$ cat src/rtl/bcd_timer_pkg.sv
// Shared constants and helpers for the N-digit BCD timer.
// Segment codes are active-low, bit order a..g from MSB to LSB.
package bcd_timer_pkg;

    localparam logic [3:0] BCD_MAX = 4'd9;
    localparam logic [3:0] BCD_MIN = 4'd0;

    localparam logic [0:6] SEG_0     = 7'b0000001;
    localparam logic [0:6] SEG_1     = 7'b1001111;
    localparam logic [0:6] SEG_2     = 7'b0010010;
    localparam logic [0:6] SEG_3     = 7'b0000110;
    localparam logic [0:6] SEG_4     = 7'b1001100;
    localparam logic [0:6] SEG_5     = 7'b0100100;
    localparam logic [0:6] SEG_6     = 7'b0100000;
    localparam logic [0:6] SEG_7     = 7'b0001111;
    localparam logic [0:6] SEG_8     = 7'b0000000;
    localparam logic [0:6] SEG_9     = 7'b0000100;
    localparam logic [0:6] SEG_BLANK = 7'b1111111;

    // Bits needed to hold 0..value-1; never less than one bit.
    function automatic int clogb2(input int value);
        int w;
        w = 1;
        while ((1 << w) < value) w++;
        return w;
    endfunction

    function automatic logic [0:6] seg_encode(input logic [3:0] d);
        logic [0:6] s;
        case (d)
            4'd0:    s = SEG_0;
            4'd1:    s = SEG_1;
            4'd2:    s = SEG_2;
            4'd3:    s = SEG_3;
            4'd4:    s = SEG_4;
            4'd5:    s = SEG_5;
            4'd6:    s = SEG_6;
            4'd7:    s = SEG_7;
            4'd8:    s = SEG_8;
            4'd9:    s = SEG_9;
            default: s = SEG_BLANK;
        endcase
        return s;
    endfunction

endpackage

$ cat src/rtl/bcd_timer_n_digit.sv
// One BCD digit of the timer: preload with clamp, up/down step gated
// by the incoming carry, and a combinational carry/borrow output.
module bcd_digit_cell
    import bcd_timer_pkg::*;
(
    input  logic       clk,
    input  logic       aclr,
    input  logic       step,
    input  logic       up,
    input  logic       carry_in,
    input  logic       load,
    input  logic [3:0] load_digit,
    output logic [3:0] digit,
    output logic       carry_out
);

    assign carry_out = carry_in & (up ? (digit == BCD_MAX) : (digit == BCD_MIN));

    // Out-of-range values are folded back to 9 so a digit can never exceed it.
    always_ff @(posedge clk or negedge aclr) begin
        if (!aclr) begin
            digit <= BCD_MIN;
        end else if (load) begin
            digit <= (load_digit > BCD_MAX) ? BCD_MAX : load_digit;
        end else if (step && carry_in) begin
            if (up)
                digit <= (digit >= BCD_MAX) ? BCD_MIN : digit + 4'd1;
            else
                digit <= (digit == BCD_MIN || digit > BCD_MAX) ? BCD_MAX : digit - 4'd1;
        end
    end

endmodule

$ cat src/rtl/bcd_timer_n.sv
// N-digit BCD up/down timer with prescaler, wrap/saturate terminal handling
// and optional registered 7-segment outputs (enabled by BCD_TIMER_SEG_EN).
module bcd_timer_n
    import bcd_timer_pkg::*;
#(
    parameter int DIGITS   = 3,
    parameter int CLK_HZ   = 50000000,
    parameter int TICK_HZ  = 1,
    parameter int SATURATE = 0
) (
    input  logic                  clk,
    input  logic                  aclr,
    input  logic                  run,
    input  logic                  up,
    input  logic                  load,
    input  logic [4*DIGITS-1:0]   load_val,
    output logic [4*DIGITS-1:0]   bcd,
    output logic                  tick,
    output logic                  term,
    output logic                  at_limit
`ifdef BCD_TIMER_SEG_EN
    ,
    output logic [7*DIGITS-1:0]   seg
`endif
);

    localparam int DIV = CLK_HZ / TICK_HZ;
    localparam int PW  = clogb2(DIV);
    localparam logic [PW-1:0] PRE_LAST = PW'(DIV - 1);

    logic [PW-1:0]   presc;
    logic            wrap;
    logic            blocked;
    logic            step;
    logic            sat_hit;
    logic [DIGITS:0] carry;

    assign wrap     = run && (presc == PRE_LAST);
    assign carry[0] = 1'b1;
    // The carry chain out of the top digit is exactly "every digit at its limit".
    assign at_limit = carry[DIGITS];
    assign blocked  = (SATURATE != 0) && at_limit;
    assign step     = wrap && !load && !blocked;

    always_ff @(posedge clk or negedge aclr) begin
        if (!aclr)
            presc <= '0;
        else if (load)
            presc <= '0;
        else if (run)
            presc <= wrap ? '0 : presc + 1'b1;
    end

    // sat_hit remembers that the current stay at the limit already produced term.
    always_ff @(posedge clk or negedge aclr) begin
        if (!aclr) begin
            tick    <= 1'b0;
            term    <= 1'b0;
            sat_hit <= 1'b0;
        end else if (load) begin
            tick    <= 1'b0;
            term    <= 1'b0;
            sat_hit <= 1'b0;
        end else begin
            tick <= wrap;
            term <= 1'b0;
            if (wrap) begin
                if (at_limit) begin
                    if (SATURATE != 0) begin
                        term    <= !sat_hit;
                        sat_hit <= 1'b1;
                    end else begin
                        term <= 1'b1;
                    end
                end else begin
                    sat_hit <= 1'b0;
                end
            end
        end
    end

    for (genvar i = 0; i < DIGITS; i++) begin : g_digit
        bcd_digit_cell u_cell (
            .clk        (clk),
            .aclr       (aclr),
            .step       (step),
            .up         (up),
            .carry_in   (carry[i]),
            .load       (load),
            .load_digit (load_val[4*i +: 4]),
            .digit      (bcd[4*i +: 4]),
            .carry_out  (carry[i+1])
        );
    end

`ifdef BCD_TIMER_SEG_EN
    always_ff @(posedge clk or negedge aclr) begin
        if (!aclr) begin
            seg <= {DIGITS{SEG_0}};
        end else begin
            for (int i = 0; i < DIGITS; i++)
                seg[7*i +: 7] <= seg_encode(bcd[4*i +: 4]);
        end
    end
`endif

endmodule

$ cat config.mk
export PLATFORM = sky130hd
export DESIGN_NAME = bcd_timer_n
export DESIGN_NICKNAME = d
export VERILOG_FILES = /design/src/rtl/bcd_timer_pkg.sv /design/src/rtl/bcd_timer_n_digit.sv /design/src/rtl/bcd_timer_n.sv
export SDC_FILE = /design/constraint.sdc
export NUM_CORES = 1
export LEC_CHECK = 0
export CAP_MARGIN = 20
export CORE_MARGIN = 1.5
export CORE_UTILIZATION = 40
export CTS_BUF_LIST = sky130_fd_sc_hd__clkbuf_8
export DETAILED_ROUTE_END_ITERATION = 7
export PLACE_DENSITY = 0.67
export SYNTH_ARGS = -nofsm -noshare
export SYNTH_HDL_FRONTEND = slang
export SYNTH_SLANG_ARGS = --single-unit
$ cat constraint.sdc
create_clock -name clk -period 2.1 [get_ports clk]
set_input_delay 0.42 -clock clk [delete_from_list [all_inputs] [get_ports clk]]
set_output_delay 0.42 -clock clk [all_outputs]
set_load 0.05 [all_outputs]
Yosys cells after proc, flatten, opt, wreduce, memory -nomap -nowiden
Index checks and enable logic that the tools add are counted.
{"block": "totals", "register_bits": 40, "latchBits": 0, "word_cells": 71, "ramBits": 0, "output_inout_bits": 15, "memories": 0, "rom_bits": 0}
{"block": "op_classes", "n_reduce_logical": 15, "n_addsub": 7, "n_bitwise": 2, "order_cmp": 9, "n_mul": 0, "n_div": 0, "n_shift": 0, "n_mux": 28, "eq_ne": 4}
{"operator": "$mux 26", "n": 3}
{"operator": "$mux 4", "n": 18}
{"operator": "$add 26x1->26 const B", "n": 1}
{"operator": "$eq 26x26->1 const B", "n": 1}
{"operator": "$gt 4x4->1 const B", "n": 6}
{"operator": "$add 4x1->4 const B", "n": 3}
{"operator": "$eq 4x4->1 const B", "n": 3}
{"operator": "$ge 4x4->1 const B", "n": 3}
{"operator": "$logic_not 4->1", "n": 3}
{"operator": "$sub 4x1->4 const B", "n": 3}
{"operator": "$reduce_bool 2->1", "n": 4}
{"operator": "$mux 1", "n": 7}
{"operator": "$logic_and 1x1->1", "n": 4}
{"operator": "$logic_or 1x1->1", "n": 3}
{"operator": "$and 1x1->1", "n": 2}
{"operator": "$logic_not 1->1", "n": 1}

Depth between registers and ports, before layout
{"block": "depth", "depth_word": 7, "ltp_mapped": 7}

Hierarchy
Synthesis repeated with hierarchy kept, for this count alone.
{"block": "hier_totals", "cells_unflattened": 355, "area_unflattened_um2": 3140.5}
{"module": "bcd_timer_n", "n_inst": 1, "area_per_inst_um2": 1732.9, "cells_each": 184, "seq_area_each_um2": 700.7}
{"module": "bcd_digit_cell", "n_inst": 3, "area_per_inst_um2": 469.2, "cells_each": 57, "seq_area_each_um2": 100.1}

Worst setup path before layout
Ideal clock, no wire load.
{"block": "synth_timing", "kind": "register to output", "startpoint": "register g_digit[1].u_cell.digit[1]", "endpoint": "output at_limit", "required_ps": 1680, "t_arrival_ps": 2963, "n_path_buf": 0, "path_stages_with_launch": 6, "slack_ps": -1283, "path_cell_list": "dfrtp_1 -> inv_1 -> ha_1 -> or4b_1 -> a221o_1 -> a211oi_1"}
{"block": "synth_via", "elab_chain_len": 4}
{"element": "from (decl)", "line": "bcd_timer_n_digit.sv:13", "rtl": "output logic [3:0] digit,"}
{"element": "from (signal assigned)", "line": "bcd_timer_n_digit.sv:24", "rtl": "digit <= (load_digit > BCD_MAX) ? BCD_MAX : load_digit;"}
{"element": "from (signal assigned)", "line": "bcd_timer_n_digit.sv:27", "rtl": "digit <= (digit >= BCD_MAX) ? BCD_MIN : digit + 4'd1;"}
{"element": "from (signal assigned)", "line": "bcd_timer_n_digit.sv:29", "rtl": "digit <= (digit == BCD_MIN || digit > BCD_MAX) ? BCD_MAX : digit - 4'd1;"}
{"element": "$eq 4x4->1 / $logic_not 4->1 (equally long branches)", "line": "bcd_timer_n_digit.sv:17", "rtl": "assign carry_out = carry_in & (up ? (digit == BCD_MAX) : (digit == BCD_MIN));"}
{"element": "$mux 1 *", "line": "bcd_timer_n_digit.sv:17"}
{"element": "$and 1x1->1 * (2 in a row)", "line": "bcd_timer_n_digit.sv:17"}
{"element": "to (decl)", "line": "bcd_timer_n.sv:20", "rtl": "output logic at_limit"}
Mark *: on every way between the ends. The rest lies on a longest branch, timed or not.

Worst setup path after layout
{"block": "layout_timing", "startpoint": "register g_digit[0].u_cell.digit[0]", "endpoint": "output at_limit"}
{"block": "layout_via", "elab_chain_len": 4}
{"element": "from (decl)", "line": "bcd_timer_n_digit.sv:13"}
{"element": "from (signal assigned)", "line": "bcd_timer_n_digit.sv:24"}
{"element": "from (signal assigned)", "line": "bcd_timer_n_digit.sv:27"}
{"element": "from (signal assigned)", "line": "bcd_timer_n_digit.sv:29"}
{"element": "$eq 4x4->1 / $logic_not 4->1 (equally long branches)", "line": "bcd_timer_n_digit.sv:17"}
{"element": "$mux 1 *", "line": "bcd_timer_n_digit.sv:17"}
{"element": "$and 1x1->1 * (2 in a row)", "line": "bcd_timer_n_digit.sv:17"}
Marks and branches as above.

==> impl_metrics.ini <==
[place]
pre_cts_slack_ns = -0.634
dpl_cell_area_um2 = 3580
dp_hpwl_um = 5110
io_buffers = 31
gp_congestion = 0.858

[grt]
antenna_found_initial = 0
grt_pass1_vias = 2617
grt-ovfl-total = 0
grt_util_all_layers_pct = 20.1
grt_pass1_wl_um = 12200
grt_max_degree = 34

[status]
outcome = complete, but fails checks
violations = setup timing

[die]
fp-row-count = 30
coreArea_um2 = 6870
start_util_pct = 42.0
dieArea_um2 = 7730
die_h_um = 87.9
die_x_um = 87.9
ios = 32

[cells_and_area]
syn2layout_area_growth_pct = 30.3
multi_input_area_um2 = 1820
stdcell_area_um2 = 3760
diodes = 0
drive_above_1_share_pct = 23.5
nNetsFinal = 420
fillerInstances = 643
regArea_um2 = 1010

[detailed_routing]
initialDrtViolationCount = 77
drt-total-wl_um = 7070
drt-pass1-iter-count = 4
route.vias.total = 2670
viasPerCell = 5.47
ant_nets = 0
wl_per_cell_um = 14.5
drc = 0

[setup_path]
r2r_cells = 10
crit_type = reg2out
reg2reg_slack_ns = -0.30
cp-start-kind = flop
crit_arrival_ns = 2.12
worst_setup_path_end_kind = output port
r2r_start = g_digit[0].u_cell.digit[0]
reg2reg_to = g_digit[2].u_cell.digit[1]
cp_data_required_time_ns = 1.68
crit_fanout = 2

[timing]
fin_crit_ns = 2.54
fin_worst_skew_ns = 0.00945
maxSlewHeadroom_pct = 48.2
worstMarginPinSlew_ns = 0.778
fmax_mhz = 394
whs_ns = 0.190
fin_ws_ns = -0.440
report.final.slew_viol_count = 0
hold_viol = 0
finalCritPeriodShare_pct = 121
setup_viol = 5
rsz0062_at_grt = true

[power]
vdd_drop_max_uv = 335
leakagePower_nw = 1.55
cellPowerDensity_nw_per_um2 = 510

[clocking]
root_buffer = clkbuf_8
clock_sinks = 40
cts_tree = done
clkLatencyLatePin_ns = 0.30
ctsLongestPathBuffers = 2
cts_buffers = 5
htreeDepth = 2
clk_pin_slew_worst_paths_ns = 0.08
cts_hold_buffers = 0

[logic_synthesis]
synth_nets = 356
ys_seq_area_share_pct = 34.7
syn_area_per_cell_um2 = 8.80
ys_ff_latch = 40
ys.warnings.count = 0
synthDistinctLibCells = 65
async_flop_share_pct = 100
synth_flop_cell = dfrtp_1
synth_area_um2 = 2890
syn_inst = 328
synth_edf_count = 0

[hold_path]
hold_class = in2async

[run]
drv_cap = 0
-- per-layer routing --
layer / GRT usage, % / part of all wire [%]
met5: 0 / 0
met4: 4.76 / 1.0
met2: 33.7 / 48
met1: 26.3 / 47
met3: 4.52 / 4.0
-- metrics by stage --
stage / setup TNS, ns / utilization [%] / std cells / power (mW)
global placement: -4.75 / 52.1 / 478 / 1.34
finish: -1.44 / 54.7 / 488 / 1.92
detailed placement: -5.36 / 52.1 / 478 / 1.35
CTS: -1.23 / 54.4 / 488 / 1.92
global route: -1.88 / 54.7 / 488 / 2.02
floorplan: -1.50 / - / 328 / 1.15
-- report_power, final --
group	internal, mW	switching (mW)	total (mW)
Combinational	0.223	0.298	0.521
Clock	0.293	0.277	0.570
Sequential	0.794	0.0322	0.826
Total	1.31	0.607	1.92
-- critical path, cell delays in order, from the launching register on --
cell and delay (ns):
dfrtp_2 0.42, inv_2 0.09, ha_4 0.13, or3b_4 0.37
a221o_1 0.42, a211oi_4 0.22, buf_12 0.17
-- logic make-up after synthesis --
family / count (synthesis) / share of synthesized area, %
buffers and inverters: 31 / 4.64
XOR/XNOR: 23 / 6.98
AO/OA/AOI/OAI: 70 / 17.3
adder cells (fa/ha/maj): 11 / 4.77
multiplexers: 6 / 2.17
AND/OR/NAND/NOR: 147 / 29.4
flip-flops: 40 / 34.7
-- synthesized netlist by cell type (4+ instances only) --
cell / n / area, um2
o21bai_1: 4 / 30.0
xnor2_1: 12 / 105
nand3b_1: 4 / 30.0
xor2_1: 11 / 96.3
nor3b_1: 5 / 37.5
nor4_1: 7 / 43.8
clkbuf_1: 12 / 45.0
dfrtp_1: 40 / 1000
nand4_1: 9 / 56.3
ha_1: 11 / 138
mux2i_1: 4 / 40.0
and3_1: 5 / 31.3
nor2b_1: 7 / 43.8
a211oi_1: 8 / 60.1
a21oi_1: 13 / 65.1
nand2_1: 18 / 67.6
o21ai_0: 14 / 70.1
nor2_1: 37 / 139
buf_2: 5 / 25.0
nand3_1: 14 / 70.1
and4_1: 4 / 35.0
inv_1: 12 / 45.0
nor3_1: 11 / 55.1
-- sequential cells by signal, indices dropped and copies added, names as in the netlist --
signal                flops
presc                    26
g_digit.u_cell.digit     12
term                      1
tick                      1
-- worst max-delay path by stage --
stage                                     from                         end  slack [ns]  cells after the start
finish              g_digit[0].u_cell.digit[0]                    at_limit       -0.44                      6
global route        g_digit[1].u_cell.digit[0]                    at_limit       -0.50                      6
CTS                 g_digit[1].u_cell.digit[0]                    at_limit       -0.45                      6
detailed placement                          up  g_digit[2].u_cell.digit[0]       -0.63                      8
global placement                            up                    at_limit       -0.57                      5
floorplan           g_digit[1].u_cell.digit[0]                    at_limit       -0.49                      5
-- what timing repair did --
item,4_1_cts,5_1_grt
endpoints found under the hold margin,0,0
pin swaps,5,4
setup endpoints to repair,8,10
cloned,0,0
resized for setup,13,7
setup buffers,3,1
-- placed cells by master, fill, tap and decap left out, types with 8 or more instances in the layout --
cell type	instances
inv_1	8
nor2_1	37
o21ai_0	14
dfrtp_1	35
xnor2_1	12
clkdlybuf4s50_1	20
xor2_1	11
nand2_1	18
nand4_1	9
buf_4	46
nor3_1	10
nand3_1	14
a21oi_1	12
-- cell type report --
cell class	count	area share [%]
flip-flops and latches	40	26.8
clock buffers	7	2.56
multi-input cells	257	48.5
inverters	12	1.20
repair buffers	76	17.7
well taps	96	3.20
No activity file was read; power rests on OpenSTA's default activity.
==> edit (same flow settings) <==
Change the parameter `CLK_HZ` from 50000000 to 200000000.
--- a/src/rtl/bcd_timer_n.sv
+++ b/src/rtl/bcd_timer_n.sv
@@ -6,3 +6,3 @@
     parameter int DIGITS   = 3,
-    parameter int CLK_HZ   = 50000000,
+    parameter int CLK_HZ   = 200000000,
     parameter int TICK_HZ  = 1,
Behaviour: same outputs for any inputs over 10 cycles, from zero or initial values; that may be too few to reach the edited logic, so the function may still have changed.
==> edit against the unedited design <==
  * Sequential cell count increased by 2
  * Count of clock-buffer cells in the layout fell by 2
  * Area after synthesis up 0.52%
  * Clock skew decreased by 0.0032 ns
  * Sequential power rose by 4.2%
  * Sequential share of layout area shrank 1.5 points
  * Hold slack got worse by 0.10 ns
  * Combinational power is 8.6% higher
  * Setup slack got worse by 0.087 ns
  * Routed wire length increased by 14%
  * Critical endpoint unchanged
  * The run still ends with negative setup slack left
  * Power increased by 2.3%
  * Cell count up 7.2%
  * Cell area grew 11%
==> edit: results (changes against the unedited design) <==
* Status: finished with violations (unchanged)
* Failing checks: negative setup slack (unchanged)
* Area contributors post-synth: dfrtp_1, xnor2_1, nor2_1, ha_1, nand2_1 (was dfrtp_1, nor2_1, ha_1, xnor2_1, xor2_1)
* Largest net degree at the start of global routing at 30 (was 34)
* Slowest-stage cell, CP: or4b_4 (was dfrtp_2)
* Setup violations, final at 43 (was 5)
* XOR/XNOR share of the synthesized area at 7.85% (was 6.98%)
* Worst stage delay on the critical path at 0.47 ns (was 0.42 ns)
* Non-Filler Instances at 523 (was 488)
* Seq/Total Area, Yosys at 36.2% (was 34.7%)
* Unique cell type count in the Yosys netlist at 56 (was 65)
* GRT Resource Usage Total at 22.5% (was 20.1%)
* Share of layout cells above drive strength 1 at 33.3% (was 23.5%)
* Mux cell area share after synthesis at 1.90% (was 2.17%)
* DP Area at 0.00376 mm^2 (was 0.00358 mm^2)
* Starting DRT DRC Count at 166 (was 77)
* Dpl ws at -0.695 ns (was -0.634 ns)
* NumNets Final at 454 (was 420)
* Met3 WL at 344 um (was 284 um)
* Leak pwr at 1.69 nW (was 1.55 nW)
* Setup ws final at -0.527 ns (was -0.440 ns)
* Global-route wire length before repair at 13.6 mm (was 12.2 mm)
* R2r endpoint: g_digit[0].u_cell.digit[2]$_DFFE_PN0P_ (was g_digit[2].u_cell.digit[1]$_DFFE_PN0P_)
* Flop2flop setup slack at -0.44 ns (was -0.30 ns)
* Reg2reg start: presc[13]$_DFFE_PN0P_ (was g_digit[0].u_cell.digit[0]$_DFFE_PN0P_)
* Vias in the first global route at 2852 (was 2617)
* Worst VDD drop at 390 uV (was 335 uV)
* Setup TNS Final at -11.23 ns (was -1.44 ns)
* Dpl hpwl at 5.40 mm (was 5.11 mm)
* Max-slew headroom at 65.1% (was 48.2%)
* Adder-cell share of the synthesized area at 4.75% (was 4.77%)
* Syn nets at 364 (was 356)
* Largest registers: presc (28), g_digit.u_cell.digit (12) (was presc (26), g_digit.u_cell.digit (12))
* Placed insts at 504 (was 478)
* RePlAce Congestion at 0.862 (was 0.858)
* Synth Area in Compound Gates at 18.0% (was 17.3%)
* Worst R2R Path Depth at 5 (was 10)
-- edit: worst register-to-register path: cells and delay by family, from the launching register on --
kind	cells	cell delay, ns
simple gates	3	1.49
compound gates	2	0.54
flops	1	0.40
-- edit: repair_timing --
item | CTS | global route
endpoints found under the setup margin | 43 | 44
buffers inserted | 7 | 2
hold buffers | 0 | 0
pin swaps | 12 | 4
gates resized for setup | 33 | 26
gates cloned | 3 | 0
-- edit: worst min path at each step --
stage,start,end,slack (ns),cells after the start
2_1_floorplan,aclr,g_digit[0].u_cell.digit[0]$_DFFE_PN0P_,0.12,0
3_3_place_gp,aclr,presc[4]$_DFFE_PN0P_,0.42,1
3_5_place_dp,aclr,presc[4]$_DFFE_PN0P_,0.43,1
4_1_cts,aclr,presc[23]$_DFFE_PN0P_,0.1,1
5_1_grt,aclr,presc[4]$_DFFE_PN0P_,0.12,1
6_report,aclr,presc[21]$_DFFE_PN0P_,0.09,1
-- edit: final cells by class --
cell class | count | area, um^2
Clock buffer | 5 | 68.8
Clock inverter | 3 | 17.5
Fill cell | 622 | 2740
Inverter | 18 | 67.6
Multi-Input combinational cell | 259 | 1970
Sequential cell | 42 | 1060
Tap cell | 96 | 120
Timing Repair Buffer | 100 | 863
-- edit: routing by layer --
| layer | vias to the layer above | GRT usage, % |
|---|---|---|
| li1 | 1403 | - |
| met1 | 1409 | 28.9 |
| met2 | 67 | 38.6 |
| met3 | 11 | 3.58 |
| met4 | 0 | 7.81 |
| met5 | - | 0 |
-- edit: report_power, final --
group,internal [mW],switching (mW)
clock network,0.230,0.304
logic,0.236,0.330
registers,0.833,0.0283
